File: config.mk
export PLATFORM = sky130hd
export DESIGN_NAME = scan_decoder
export DESIGN_NICKNAME = d
export VERILOG_FILES = /design/src/rtl/scan_decoder.sv
export SDC_FILE = /design/constraint.sdc
export NUM_CORES = 1
export LEC_CHECK = 0
export CORE_AREA = 3 3 40 42
export DETAILED_ROUTE_END_ITERATION = 6
export DIE_AREA = 0 0 43 45
export PLACE_DENSITY_LB_ADDON = 0.25
export SYNTH_ARGS = -nofsm -noshare
export SYNTH_HDL_FRONTEND = slang
export SYNTH_SLANG_ARGS = --single-unit
File: constraint.sdc
create_clock -name clk -period 2.09 [get_ports clk]
set_input_delay 0.418 -clock clk [delete_from_list [all_inputs] [get_ports clk]]
set_output_delay 0.418 -clock clk [all_outputs]
set_load 0.1 [all_outputs]
File: src/rtl/scan_decoder.sv
// Registered N-to-2^N one-hot decoder with an auto-scan sequencer.
// Direct mode decodes sel; scan mode walks the index every PERIOD enabled cycles.
module scan_decoder #(
  parameter int N      = 2,
  parameter int PERIOD = 4
) (
  input  logic                clk,
  input  logic                rst_n,
  input  logic                en,
  input  logic                mode,
  input  logic [N-1:0]        sel,
  input  logic                load,
  output logic [(1<<N)-1:0]   d,
  output logic [N-1:0]        cur,
  output logic                wrap
);

  localparam int              W        = 1 << N;
  localparam int              PW       = (PERIOD > 1) ? $clog2(PERIOD) : 1;
  localparam logic [PW-1:0]   TMR_LOAD = PW'(PERIOD - 1);
  localparam logic [N-1:0]    IDX_LAST = '1;

  logic [N-1:0]  idx;
  logic [N-1:0]  idx_next;
  // Step timer counts down the cycles left in the current step; zero means a step is due.
  logic [PW-1:0] tmr;
  logic [PW-1:0] tmr_next;
  logic          wrap_next;

  always_comb begin
    idx_next  = idx;
    tmr_next  = tmr;
    wrap_next = 1'b0;
    if (en) begin
      if (load || !mode) begin
        idx_next = sel;
        tmr_next = TMR_LOAD;
      end else if (tmr == '0) begin
        idx_next  = idx + N'(1);
        tmr_next  = TMR_LOAD;
        wrap_next = (idx == IDX_LAST);
      end else begin
        tmr_next = tmr - PW'(1);
      end
    end
  end

  always_ff @(posedge clk or negedge rst_n) begin
    if (!rst_n) begin
      idx  <= '0;
      tmr  <= TMR_LOAD;
      d    <= '0;
      wrap <= 1'b0;
    end else begin
      idx  <= idx_next;
      tmr  <= tmr_next;
      d    <= en ? (W'(1) << idx_next) : '0;
      wrap <= wrap_next;
    end
  end

  assign cur = idx;

endmodule

# == Word-level counts from Yosys, hierarchy flattened ==
# Index checks and enable logic that the tools add are counted.
# word_totals
reg_bits,9
wordCells,20
# classes
n_addsub,2
eq_ne,1
n_shift,1
n_mux,9
reduce_logical,3
# ops
cell,n
2-bit two-way mux,5
4-bit two-way mux,1
"1-bit by 2-bit << shifter with 4-bit output, first input constant",1
1-bit two-way mux,3
"2-bit by 1-bit adder with 2-bit output, second input constant",1
"2-bit == test, second input constant",1
2-bit logical NOT,1
"2-bit by 1-bit subtractor with 2-bit output, second input constant",1
1-bit logical NOT,1
1-bit logical OR,1

# == Longest topological paths before layout ==
# logic_depth
ltp_word,6
ltp_mapped,5
mapped_depth_nobuf,5

# == Least setup slack after synthesis ==
# OpenSTA, ideal clock, no wires.
# synth_timing
kind,flip-flop to flip-flop
from,register idx[0] (netlist: cur[0])
to,register idx[1] (netlist: cur[1])
setup_ns,0.126
arrival_ns,2.078
slack_ns,-0.114
path_stages_with_launch,5
path_buffers,0
period_less_slack_ns,2.204
path_cell_list,dfrtp_1 -> ha_1 -> mux2_4 -> mux2_4 -> mux2_4
# synth_via
elab_chain_cells,4
# synth_rtl
item,line,rtl
from (decl),23,logic [N-1:0] idx;
from (signal assigned),55,idx <= idx_next;
2-bit by 1-bit adder with 2-bit output,39,idx_next = idx + N'(1);
2-bit two-way mux,38,end else if (tmr == '0) begin
2-bit two-way mux,35,if (load || !mode) begin
2-bit two-way mux,34,if (en) begin
via idx_next[1],24,logic [N-1:0] idx_next;
# The timed path passes the listed nets, and every way through them passes these cells.
# A chain may end at the register's enable or synchronous reset.

# == Worst setup path in the final report ==
# layout_timing
from,register tmr[0]
to,register idx[1] (netlist: cur[1])
# layout_via
elab_chain_cells,4
# layout_rtl
item,line,rtl
from (decl),26,logic [PW-1:0] tmr;
from (signal assigned),56,tmr <= tmr_next;
2-bit logical NOT,38,
2-bit two-way mux,38,
2-bit two-way mux,35,
2-bit two-way mux,34,
via idx_next[1],24,
# The timed path passes the listed nets, and every way through them passes these cells.

==> run_summary.xml <==
<?xml version="1.0" encoding="UTF-8"?>
<metrics>
  <group name="run_status">
    <metric name="result_of_the_run" unit="">finished, final reports clean</metric>
  </group>
  <group name="sta">
    <metric name="fmax" unit="MHz">557.8</metric>
    <metric name="period_minus_slack" unit="ns">1.793</metric>
    <metric name="worst_pin_slew" unit="ns">0.3885</metric>
    <metric name="setup_viol_count_final" unit="">0</metric>
    <metric name="rsz0062_at_grt" unit="">no</metric>
    <metric name="worst_rel_slew_slack" unit="%">74.02</metric>
    <metric name="min_period_over_period" unit="%">85.77</metric>
    <metric name="final.setup.tns" unit="ns">0</metric>
    <metric name="final_hold_viols" unit="">0</metric>
    <metric name="slew_viol_final" unit="">0</metric>
    <metric name="worst_clock_skew" unit="ns">0.001427</metric>
    <metric name="setup_ws" unit="ns">0.2974</metric>
  </group>
  <group name="clock_tree">
    <metric name="tritoncts" unit="">built</metric>
    <metric name="ctsRootBufferMaster" unit="">clkbuf_4</metric>
    <metric name="htree_levels" unit="">1</metric>
    <metric name="clock_tree.buffer_depth" unit="">2</metric>
    <metric name="clk_pin_slew_worst_paths" unit="ns">0.06</metric>
    <metric name="clock_latency" unit="ns">0.26</metric>
    <metric name="cts_num_sinks" unit="">9</metric>
    <metric name="tritoncts.num_buffers" unit="">3</metric>
    <metric name="cts.repair_timing.setup_buffer_count" unit="">0</metric>
    <metric name="cts_resized" unit="">0</metric>
    <metric name="cts.hold.buffers_added" unit="">0</metric>
  </group>
  <group name="logic_synthesis">
    <metric name="synthMostInstantiatedCell" unit="">dfrtp_1</metric>
    <metric name="yosys_warnings" unit="">0</metric>
    <metric name="count_of_mapped_cells_out_of_synthesis" unit="">36</metric>
    <metric name="post_synth.cell_area_avg" unit="um2">12.44</metric>
    <metric name="synth.lib_cells_used.distinct" unit="">16</metric>
    <metric name="synth_top_cells_by_area" unit="">dfrtp_1 39%, dfstp_2 12%, mux2_4 10%, ha_1 8.4%, and3_2 5.0%</metric>
    <metric name="synthTopCellsByCount" unit="">7 x dfrtp_1, 4 x inv_1</metric>
    <metric name="synth.cell_area" unit="um2">447.9</metric>
    <metric name="number_of_flops_mapped_to_enable_cells_by_yosys" unit="">0</metric>
    <metric name="synth-async-reset-ratio" unit="%">100.0</metric>
    <metric name="ys_seq_elements" unit="">9</metric>
    <metric name="yosysTopAreaCell" unit="">dfrtp_1</metric>
    <metric name="synthDominantCellAreaShare" unit="%">39.11</metric>
    <metric name="synth-seq-area-share" unit="%">50.84</metric>
    <metric name="synth.net_count" unit="">46</metric>
    <metric name="synth_top_flop_cell" unit="">dfrtp_1</metric>
  </group>
  <group name="pwr">
    <metric name="power.ir.vdd_worst" unit="mV">0.2830</metric>
    <metric name="power-per-cell-area" unit="mW/mm2">813.9</metric>
    <metric name="leakage" unit="uW">0.0003084</metric>
  </group>
  <group name="layout">
    <metric name="antenna_diode_count" unit="">0</metric>
    <metric name="combined_area_of_the_multi_input_logic_cells" unit="um2">193.9</metric>
    <metric name="register_area" unit="um2">230.2</metric>
    <metric name="flow.area_growth_from_synthesis" unit="%">33.24</metric>
    <metric name="layout-drive-gt1-share" unit="%">42.31</metric>
    <metric name="finalNetCount" unit="">63</metric>
    <metric name="layout.filler_cells" unit="">120</metric>
  </group>
  <group name="floorplan">
    <metric name="core-area" unit="mm2">0.001285</metric>
    <metric name="initial_core_util" unit="%">34.86</metric>
    <metric name="placement_rows" unit="">13</metric>
    <metric name="die_h" unit="um">45</metric>
    <metric name="floorplan.die_area" unit="mm2">0.001935</metric>
    <metric name="chipWidth" unit="um">43</metric>
    <metric name="design.portCount" unit="">14</metric>
  </group>
  <group name="place">
    <metric name="pre_cts_slack" unit="ns">0.2929</metric>
    <metric name="numPortBuffers" unit="">13</metric>
    <metric name="hpwlAfterDp" unit="um">652.1</metric>
    <metric name="gp_congestion" unit="">0.7757</metric>
  </group>
  <group name="grt">
    <metric name="grt_pass1_wl" unit="um">1338</metric>
    <metric name="number_of_antenna_violations_at_the_first_check_in_global_routing" unit="">0</metric>
    <metric name="grt_pass1_vias" unit="">303</metric>
    <metric name="globalRouteTotalUtil" unit="%">10.12</metric>
    <metric name="global_route.overflow_total" unit="">0</metric>
    <metric name="grt_max_degree" unit="">11</metric>
  </group>
  <group name="drt">
    <metric name="drt_iter0_drc" unit="">2</metric>
    <metric name="drc" unit="">0</metric>
    <metric name="average_via_count_per_standard_cell" unit="">4.716</metric>
    <metric name="vias" unit="">316</metric>
    <metric name="detailedRoute.firstPassIterationCount" unit="">2</metric>
    <metric name="routed_wl" unit="um">787</metric>
    <metric name="ant_nets" unit="">0</metric>
    <metric name="post_drt_wl_per_cell" unit="um">11.75</metric>
  </group>
  <group name="setup_path">
    <metric name="setup.worst_path.end_class" unit="">flip-flop</metric>
    <metric name="crit_type" unit="">flip-flop to flip-flop</metric>
    <metric name="worstPathArrival" unit="ns">1.94</metric>
    <metric name="worstRegToRegCells" unit="">5</metric>
    <metric name="worstReg2RegEnd" unit="">cur[1]</metric>
    <metric name="start_kind" unit="">flip-flop</metric>
    <metric name="top_fanout_value_on_the_critical_path" unit="">5</metric>
    <metric name="rr_startpoint" unit="">tmr[0]</metric>
    <metric name="worst-endpoint-required" unit="ns">2.23</metric>
    <metric name="worst-r2r-setup-slack" unit="ns">0.30</metric>
  </group>
  <group name="min_path">
    <metric name="hp-class" unit="">input pin to asynchronous set/reset pin</metric>
  </group>
  <group name="job">
    <metric name="max_cap_violations" unit="">0</metric>
  </group>
</metrics>
how the worst max path moves through the flow:
stage                      start  endpoint  slack [ns]
after floorplan           cur[0]    cur[1]        0.20
after global placement      mode    cur[1]        0.31
after detailed placement    mode    cur[1]        0.29
after CTS                 tmr[0]    cur[1]        0.30
after global routing      tmr[0]    cur[1]        0.24
final                     tmr[0]    cur[1]        0.30
per-stage QoR:
step	cells	area, um2	utilization, %	total power, uW	hold slack [ns]
floorplan	36	450.4	-	318.2	0.1224
global placement	63	570.5	44.40	356.5	0.4876
detailed placement	63	570.5	44.40	359.5	0.4837
CTS	67	596.8	46.45	495.6	0.4513
global route	67	596.8	46.45	511.8	0.4852
finish	67	596.8	46.45	485.8	0.4463
critical path, cell delays in order, from the launching register on:
cell and delay (ns):
dfstp_2 0.55, inv_1 0.06, ha_1 0.23, mux2_4 0.30, mux2_4 0.28, mux2_4 0.25
state kept, by name, indices dropped and copies added, names as in the netlist:
signal,count
d,4
wrap,1
cur,2
tmr,2
per-layer routing:
layer  GRT usage, %  part of all wire (%)  vias up
li1               -                     -      153
met1          10.75                    40      149
met2          15.57                    50       12
met3          3.984                   6.4        2
met4          9.036                   2.7        0
met5              0                     0        -
cell type report:
class,count,area share [%]
tap,15,3.145
sequential,9,38.57
inverter,4,2.516
clock buffer,4,4.403
multi-input combinational,22,32.49
timing repair buffer,13,18.87
report_power, final:
part | switching [uW] | leakage, uW | total, uW | internal, uW
clock | 57.2 | 0.0000150 | 131 | 73.3
combinational | 106 | 0.000184 | 155 | 48.3
sequential | 10.1 | 0.000110 | 201 | 190
total | 174 | 0.000308 | 486 | 312
logic make-up after synthesis:
kind of cell	Yosys count	synth area share (%)
flops	9	50.84
mux	5	14.80
fa+ha+maj	3	8.381
simple gates	10	14.25
buf+inv	5	5.865
xor+xnor	1	1.956
compound gates	3	3.909
layout by cell type (no fill, tap or decap), drive strengths merged:
cell,instances
buf,7
dfrtp,7
clkdlybuf4s50,6
inv,4
mux2,4
clkbuf,4
nor2,3
and3,3
ha,3
nor3,2
a31oi,2
dfstp,2
xor2,1
nor2b,1
mux2i,1
a21oi,1
and2,1
(Power assumes the default switching activity.)
